$ cat config.mk
export PLATFORM = sky130hd
export DESIGN_NAME = mem_port_arbiter
export DESIGN_NICKNAME = d
export VERILOG_FILES = /design/src/rtl/rv32i_types.sv /design/src/rtl/mem_port_arbiter.sv
export SDC_FILE = /design/constraint.sdc
export NUM_CORES = 1
export LEC_CHECK = 0
export BUFFER_PORTS_ARGS = -buffer_cell sky130_fd_sc_hd__buf_2
export CORE_MARGIN = 3
export CORE_UTILIZATION = 25
export CTS_BUF_LIST = sky130_fd_sc_hd__clkbuf_8
export CTS_CLUSTER_SIZE = 24
export DETAILED_ROUTE_END_ITERATION = 12
export PLACE_DENSITY = 0.58
export SLEW_MARGIN = 0
export SYNTH_ARGS = -nofsm -noshare
export SYNTH_HDL_FRONTEND = slang
export SYNTH_SLANG_ARGS = --single-unit
$ cat constraint.sdc
create_clock -name clk -period 4.9 [get_ports clk]
set_input_delay 0.245 -clock clk [delete_from_list [all_inputs] [get_ports clk]]
set_output_delay 0.245 -clock clk [all_outputs]
set_load 0.01 [all_outputs]
$ cat src/rtl/rv32i_types.sv
// ============================================================================
// Module   : rv32i_types (package)
// Purpose  : Shared types for the rv32i memory-port arbiter.
//            - arb_state_t : arbiter FSM states
//            - mem_req_t   : one latched memory request (addr/masks/wdata)
//            - ARB_STARVE_MAX : default dmem-grant limit while imem waits
// Revision : 1.0 - initial release
// ============================================================================
`default_nettype none

package rv32i_types;

  typedef enum logic [1:0] {
    IDLE    = 2'd0,
    SERVE_I = 2'd1,
    SERVE_D = 2'd2
  } arb_state_t;

  typedef struct packed {
    logic [31:0] addr;
    logic [3:0]  rmask;
    logic [3:0]  wmask;
    logic [31:0] wdata;
  } mem_req_t;

  localparam int ARB_STARVE_MAX = 4;

endpackage

`default_nettype wire

$ cat src/rtl/mem_port_arbiter.sv
// ============================================================================
// Module   : mem_port_arbiter
// Purpose  : Shares one memory port between the instruction-fetch (imem) and
//            memory-stage (dmem) requesters. Requests are serialised: the
//            winner is latched on leaving IDLE, driven on mem_* until
//            mem_resp, and the response is routed back to its owner in the
//            same cycle. dmem normally wins, but imem is forced through after
//            STARVE_MAX consecutive dmem grants made while it was waiting.
// Ports    : clk, rst (async, active-high)
//            imem_addr/imem_rmask        -> fetch request (rmask!=0 = request)
//            imem_rdata/imem_resp        <- fetch response
//            dmem_addr/rmask/wmask/wdata -> data request ((rmask|wmask)!=0)
//            dmem_rdata/dmem_resp        <- data response
//            mem_addr/rmask/wmask/wdata  <- shared port request
//            mem_rdata/mem_resp          -> shared port response
//            stall                       <- pipeline freeze request
// Revision : 1.0 - initial release
// ============================================================================
`default_nettype none

module mem_port_arbiter
  import rv32i_types::*;
#(
  parameter int STARVE_MAX = ARB_STARVE_MAX,
  parameter int CNT_W      = 3
) (
  input  logic        clk,
  input  logic        rst,

  input  logic [31:0] imem_addr,
  input  logic [3:0]  imem_rmask,
  output logic [31:0] imem_rdata,
  output logic        imem_resp,

  input  logic [31:0] dmem_addr,
  input  logic [3:0]  dmem_rmask,
  input  logic [3:0]  dmem_wmask,
  input  logic [31:0] dmem_wdata,
  output logic [31:0] dmem_rdata,
  output logic        dmem_resp,

  output logic [31:0] mem_addr,
  output logic [3:0]  mem_rmask,
  output logic [3:0]  mem_wmask,
  output logic [31:0] mem_wdata,
  input  logic [31:0] mem_rdata,
  input  logic        mem_resp,

  output logic        stall
);

  localparam logic [CNT_W-1:0] c_STARVE_LIMIT = CNT_W'(STARVE_MAX);

  arb_state_t       r_state;
  mem_req_t         r_req;
  logic [CNT_W-1:0] r_starve_cnt;

  logic     w_i_pend;
  logic     w_d_pend;
  logic     w_pick_d;
  logic     w_i_resp;
  logic     w_d_resp;
  mem_req_t w_i_req;
  mem_req_t w_d_req;

  assign w_i_pend = |imem_rmask;
  assign w_d_pend = |(dmem_rmask | dmem_wmask);

  // dmem has priority unless imem is waiting and has already been passed
  // over STARVE_MAX times in a row.
  assign w_pick_d = w_d_pend && !(w_i_pend && (r_starve_cnt == c_STARVE_LIMIT));

  assign w_i_req = '{addr: imem_addr, rmask: imem_rmask, wmask: 4'h0, wdata: 32'h0};
  assign w_d_req = '{addr: dmem_addr, rmask: dmem_rmask, wmask: dmem_wmask, wdata: dmem_wdata};

  // Single-process FSM. r_req doubles as the registered mem_* drive: it is
  // loaded on a grant and cleared when the response arrives, so the shared
  // port shows all-zero whenever the arbiter is idle.
  always_ff @(posedge clk or posedge rst) begin
    if (rst) begin
      r_state      <= IDLE;
      r_req        <= '0;
      r_starve_cnt <= '0;
    end else begin
      case (r_state)
        IDLE: begin
          if (w_pick_d) begin
            r_state <= SERVE_D;
            r_req   <= w_d_req;
            // Only dmem wins taken at imem's expense count toward starvation.
            // The counter cannot exceed the limit here: at the limit imem wins.
            if (w_i_pend) begin
              r_starve_cnt <= r_starve_cnt + CNT_W'(1);
            end
          end else if (w_i_pend) begin
            r_state      <= SERVE_I;
            r_req        <= w_i_req;
            r_starve_cnt <= '0;
          end
        end
        SERVE_I, SERVE_D: begin
          if (mem_resp) begin
            r_state <= IDLE;
            r_req   <= '0;
          end
        end
        default: begin
          r_state <= IDLE;
          r_req   <= '0;
        end
      endcase
    end
  end

  assign mem_addr  = r_req.addr;
  assign mem_rmask = r_req.rmask;
  assign mem_wmask = r_req.wmask;
  assign mem_wdata = r_req.wdata;

  // A response in IDLE (spurious or left over from a reset) matches no owner.
  assign w_i_resp = (r_state == SERVE_I) && mem_resp;
  assign w_d_resp = (r_state == SERVE_D) && mem_resp;

  assign imem_resp  = w_i_resp;
  assign dmem_resp  = w_d_resp;
  assign imem_rdata = w_i_resp ? mem_rdata : 32'h0;
  assign dmem_rdata = w_d_resp ? mem_rdata : 32'h0;

  // Freeze unless every requester that is asking gets its answer this cycle.
  assign stall = (w_i_pend || w_d_pend) &&
                 !((!w_i_pend || w_i_resp) && (!w_d_pend || w_d_resp));

`ifndef SYNTHESIS
  a_imem_stable : assert property (@(posedge clk) disable iff (rst)
    (r_state == SERVE_I) |-> (imem_addr == r_req.addr && imem_rmask == r_req.rmask));

  a_dmem_stable : assert property (@(posedge clk) disable iff (rst)
    (r_state == SERVE_D) |-> (dmem_addr == r_req.addr && dmem_rmask == r_req.rmask &&
                              dmem_wmask == r_req.wmask && dmem_wdata == r_req.wdata));

  a_dmem_rw_excl : assert property (@(posedge clk) disable iff (rst)
    !((|dmem_rmask) && (|dmem_wmask)));
`endif

endmodule

`default_nettype wire
### Word level (Yosys, flattened, before mapping)

Cells that the tools add are included.

| word-level totals | value |
|---|---|
| flip-flop bits (word level) | 77 |
| bits of input ports | 143 |
| output and inout bits | 139 |
| word-level logic and storage cells | 45 |

| cells by class | value |
|---|---|
| add/sub/neg operators | 1 |
| equality and inequality tests | 5 |
| muxes and demuxes | 13 |
| bitwise logic cells | 1 |
| reduce and logical (&&, ||, !) cells | 19 |

Operator list:

| cell | number |
|---|---|
| 72-bit two-way mux | 3 |
| 72-bit case mux with 2 select lines | 1 |
| 32-bit two-way mux | 2 |
| 3-bit two-way mux | 3 |
| 4-bit OR reduction | 2 |
| 1-bit logical AND | 6 |
| 2-bit two-way mux | 3 |
| 1-bit zero test | 4 |
| 4-bit bitwise OR | 1 |
| 2-bit case mux with 2 select lines | 1 |
| 2-bit AND reduction | 2 |
| 3-bit by 1-bit adder with 3-bit output (second input constant) | 1 |
| 3-bit equality test (second input constant) | 1 |
| 1-bit logical OR | 3 |
| 3-bit inequality test (second input constant) | 1 |
| 2-bit by 1-bit equality test with 1-bit output (second input constant) | 1 |
| 2-bit equality test (second input constant) | 1 |
| 2-bit zero test | 1 |
| 2-bit inequality test (second input constant) | 1 |
| 2-bit OR reduction | 1 |

### Logic depth before layout (Yosys ltp)

| logic depth | value |
|---|---|
| depth in word-level cells | 7 |
| depth in mapped cells | 9 |
| mapped depth without buffers | 6 |

### Worst setup path before layout

OpenSTA, ideal clock, no wires.

| timing path | value |
|---|---|
| path kind | input port to flip-flop |
| from | input dmem_wmask[3] |
| to | register r_req (netlist bit mem_addr[0]) |
| setup time | 126 ps |
| data arrival time | 1711 ps |
| data required time | 4774 ps |
| slack | 3063 ps |
| stages on the path | 6 |
| buffers on the path | 2 |
| cells stage by stage | or4_4 > or2_1 > and2_4 > buf_6 > buf_6 > a221o_1 |

| between the ends | value |
|---|---|
| word-level cells in the longest chain between the ends | 5 |
| elaborated cells on any way between the ends | 7 |
| those cells by class | 1 x eq/ne; 2 x mux; 1 x bitwise; 3 x reduce/logical |

RTL lines:

| element | RTL line | RTL |
|---|---|---|
| from (decl) | mem_port_arbiter.sv:37 | `input logic [3:0] dmem_wmask,` |
| 4-bit bitwise OR * | mem_port_arbiter.sv:67 | `assign w_d_pend = \|(dmem_rmask \| dmem_wmask);` |
| 4-bit OR reduction * | mem_port_arbiter.sv:67 |  |
| 1-bit logical AND * | mem_port_arbiter.sv:71 | `assign w_pick_d = w_d_pend && !(w_i_pend && (r_starve_cnt == c_STARVE_LIMIT));` |
| 72-bit two-way mux / 3-bit inequality test (equally long branches) | -- |  |
| 72-bit case mux with 2 select lines / 2-bit AND reduction (equally long branches) | -- |  |
| to (signal assigned) | mem_port_arbiter.sv:89 | `r_req <= w_d_req;` |
| to (signal assigned) | mem_port_arbiter.sv:97 | `r_req <= w_i_req;` |
| to (decl) | mem_port_arbiter.sv:55 | `mem_req_t r_req;` |

Every way passes the cells marked *; elsewhere a longest branch is shown, timed or not.
A chain may end at the register's enable or synchronous reset.

### Worst setup path in the final report

| timing path | value |
|---|---|
| from | register r_state[0] |
| to | output stall |

| between the ends | value |
|---|---|
| word-level cells in the longest chain between the ends | 6 |
| elaborated cells on any way between the ends | 9 |
| those cells by class | 2 x eq/ne; 7 x reduce/logical |

RTL lines:

| element | RTL line | RTL |
|---|---|---|
| from (decl) | mem_port_arbiter.sv:54 | `arb_state_t r_state;` |
| from (signal assigned) | mem_port_arbiter.sv:81 | `r_state <= IDLE;` |
| from (signal assigned) | mem_port_arbiter.sv:88 | `r_state <= SERVE_D;` |
| from (signal assigned) | mem_port_arbiter.sv:96 | `r_state <= SERVE_I;` |
| 2-bit by 1-bit equality test with 1-bit output / 2-bit equality test (equally long branches) | mem_port_arbiter.sv:121, mem_port_arbiter.sv:122 |  |
| 1-bit logical AND, on equally long branches | mem_port_arbiter.sv:121, mem_port_arbiter.sv:122 |  |
| 1-bit logical OR | mem_port_arbiter.sv:131 | `!((!w_i_pend \|\| w_i_resp) && (!w_d_pend \|\| w_d_resp));` |
| 1-bit logical AND * | mem_port_arbiter.sv:131 |  |
| 1-bit zero test * | mem_port_arbiter.sv:131 |  |
| 1-bit logical AND * | mem_port_arbiter.sv:130 | `assign stall = (w_i_pend \|\| w_d_pend) &&` |
| to (decl) | mem_port_arbiter.sv:49 | `output logic stall` |

Marks and branches as above.

==> summary.md <==
| Metric | Value |
|---|---|
| Max Cap Viol | 0 |
| Final min period | 2.33 ns |
| Post-synthesis sequential area ratio | 0.520 |
| I/O pin count | 282 |
| Clk_skew | 0.00528 ns |
| Dominant cell by count in the synthesized netlist | dfrtp_1 |
| RSZ-0062 raised after global routing | no |
| Leak | 3.31 nW |
| Worst-case clock buffer depth | 2 |
| Post-CTS setup buffers | 0 |
| Avg Inst Size Synth | 11.5 µm² |
| CTS Sinks | 77 |
| Diodes inserted | 0 |
| Fin nets | 733 |
| Area leader, netlist | dfrtp_1 |
| Fillers | 1468 |
| CTS tree | done |
| Die width | 128 µm |
| Final std cells w/o fill | 769 |
| Vias in the first global route | 3776 |
| Pins over their slew limit | 0 |
| HPWL after DPL | 9140 µm |
| Initial Util | 0.261 |
| CTS buffer count | 9 |
| Async SR Flop Fraction | 1.00 |
| Register area | 1930 µm² |
| Setup Viol. Count Final | 0 |
| Total GRT Usage | 0.148 |
| Core ar. | 14200 µm² |
| Multi-input logic area | 1570 µm² |
| Root Buffer | clkbuf_8 |
| Number of flops mapped to enable cells by yosys | 0 |
| Critical path launch point type | register |
| Worst path required time | 4.66 ns |
| Synth Instances | 322 |
| Final core occ | 0.378 |
| Slowest CP cell | ha_1 |
| Crit path max fanout | 33 |
| Synth top area share | 0.520 |
| Fmax achieved | 0.429 GHz |
| Worst vdd ir | 0.000270 V |
| Synth-to-layout area growth | 44.9% |
| Synth Register Bits | 77 |
| Fraction of layout cells with a size suffix above 1 | 0.518 |
| First-pass GRT wire length | 19300 µm |
| Final hold vios | 0 |
| Cell variety after synth | 30 |
| Status | completed |
| Drt initial violations | 139 |
| Remaining Overflow, GRT | 0 |
| Max-slew headroom | 0.349 |
| Crit path max-delay family | adder cells |
| DR WL/cell | 16.3 µm |
| Largest net degree at the start of global routing | 78 |
| Hold crit path type | in2reg |
| Tcrit/Tclk final | 0.476 |
| Crit path DAT | 2.09 ns |
| Tightest Pin Transition | 0.977 ns |
| Antenna-violating nets left | 0 |
| Buf/Inv on CP | 2 |
| Final wirelength | 12500 µm |
| Full die area | 16300 µm² |
| Synth area leaders | dfrtp_1, and3_1, a22o_1 |
| Dpl cells | 754 |
| Routed vias/inst | 4.83 |
| Port Buffers | 281 |
| Setup TNS | 0 ns |
| Critical-path cell list | inv_1, ha_1, and2_1, o22ai_1, buf_2 |
| Initial antenna violation count | 1 |
| Detailed Routing Iterations Pass 1 | 6 |
| Rows | 43 |
| Synth Warn # | 0 |
| Mapped cell area | 3710 µm² |
| Worst path max stage delay | 0.74 ns |
| Crit. End Element | primary output |
| Die H | 128 µm |
| Primary FF master, synth | dfrtp_1 |
| Global placer's final weighted congestion | 0.768 |
| Clock H-tree levels | 3 |
| Via count | 3714 |
| Worst skew pair latency | 0.36 ns |
| Top post-synthesis cells by count | dfrtp_1, and3_1, a22o_1 |
| PD cells | 517 nW/µm² |
| Reg clk slew, reported paths | 0.08 ns |
| Post-Syn Nets | 470 |
| Drc violations | 0 |
| Number of hold buffers added after cts | 0 |
| WS Path Type | reg2out |
| Post_cts resized | 0 |
-- power by group --
group	leakage, nW	switching [W]	internal [W]
logic	2.23	0.000724	0.000583
registers	0.994	0.000127	0.000885
clock network	0.0905	0.000236	0.000222
-- cells by family after synthesis --
logic type / synth area share
simple gates: 0.194
compound gates: 0.208
flops: 0.520
buf+inv: 0.0587
mux: 0.00270
fa+ha+maj: 0.0169
-- registers in the layout, indices dropped and copies added (netlist names) --
| register | count |
|---|---|
| mem_wdata | 32 |
| r_state | 2 |
| mem_wmask | 4 |
| r_starve_cnt | 3 |
| mem_rmask | 4 |
| mem_addr | 32 |
-- routing by layer --
metal  vias up  GRT usage  share of wire
met3        27     0.0467          0.092
met4         2     0.0568          0.025
met1      1753      0.176           0.40
met2       192      0.249           0.48
li1       1740          -              -
met5         -          0        0.00056
-- layout make-up --
class                           count  area share
Clock buffer                       12      0.0308
Clock inverter                      3     0.00373
Inverter                            6     0.00443
Multi-Input combinational cell    206       0.293
Sequential cell                    77       0.359
Tap cell                          180      0.0419
Timing Repair Buffer              285       0.267
-- per-stage QoR --
| step | total power [W] | instance area (µm²) | hold slack [ns] | setup WS [ns] |
|---|---|---|---|---|
| 2_1_floorplan | 0.00190 | 3710 | 0.361 | 2.69 |
| 3_3_place_gp | 0.00232 | 5180 | 0.463 | 2.50 |
| 3_5_place_dp | 0.00235 | 5180 | 0.466 | 2.41 |
| 4_1_cts | 0.00283 | 5370 | 0.0706 | 2.52 |
| 5_1_grt | 0.00301 | 5370 | 0.0682 | 2.37 |
| 6_report | 0.00278 | 5370 | 0.0971 | 2.57 |
-- worst paths after layout --
kind	from	end	slack (ns)	cells past startpoint
worst max-delay path	r_state[0]	stall	2.57	5
worst min-delay path	dmem_wdata[1]	mem_wdata[1]	0.1	2
min in group asynchronous	rst	mem_addr[0]	0.16	3
worst max register to register	r_state[0]	mem_addr[13]	2.62	6
max in group asynchronous	rst	mem_wdata[16]	4.08	3
worst min register to register	r_starve_cnt[2]	r_starve_cnt[2]	0.49	1
-- cell usage in the layout (no fill, tap or decap) --
master,instances
clkinvlp_4,2
o41ai_4,1
and3_1,65
mux2i_1,1
a22o_1,40
dfrtp_1,77
clkinv_2,2
nand2_1,3
ha_1,5
or2_1,1
or3_1,1
a21o_1,6
a21oi_1,1
nor2_1,3
or4_4,2
nand2b_1,1
buf_4,4
a221o_1,32
buf_2,281
o211a_1,1
nand3_1,1
o21ai_1,1
and2_1,34
and2_4,1
o22ai_1,2
inv_1,5
or4_1,1
nor4_1,1
clkbuf_8,12
o21ai_0,1
and4_1,1
Power figures use the tool's default switching activity.
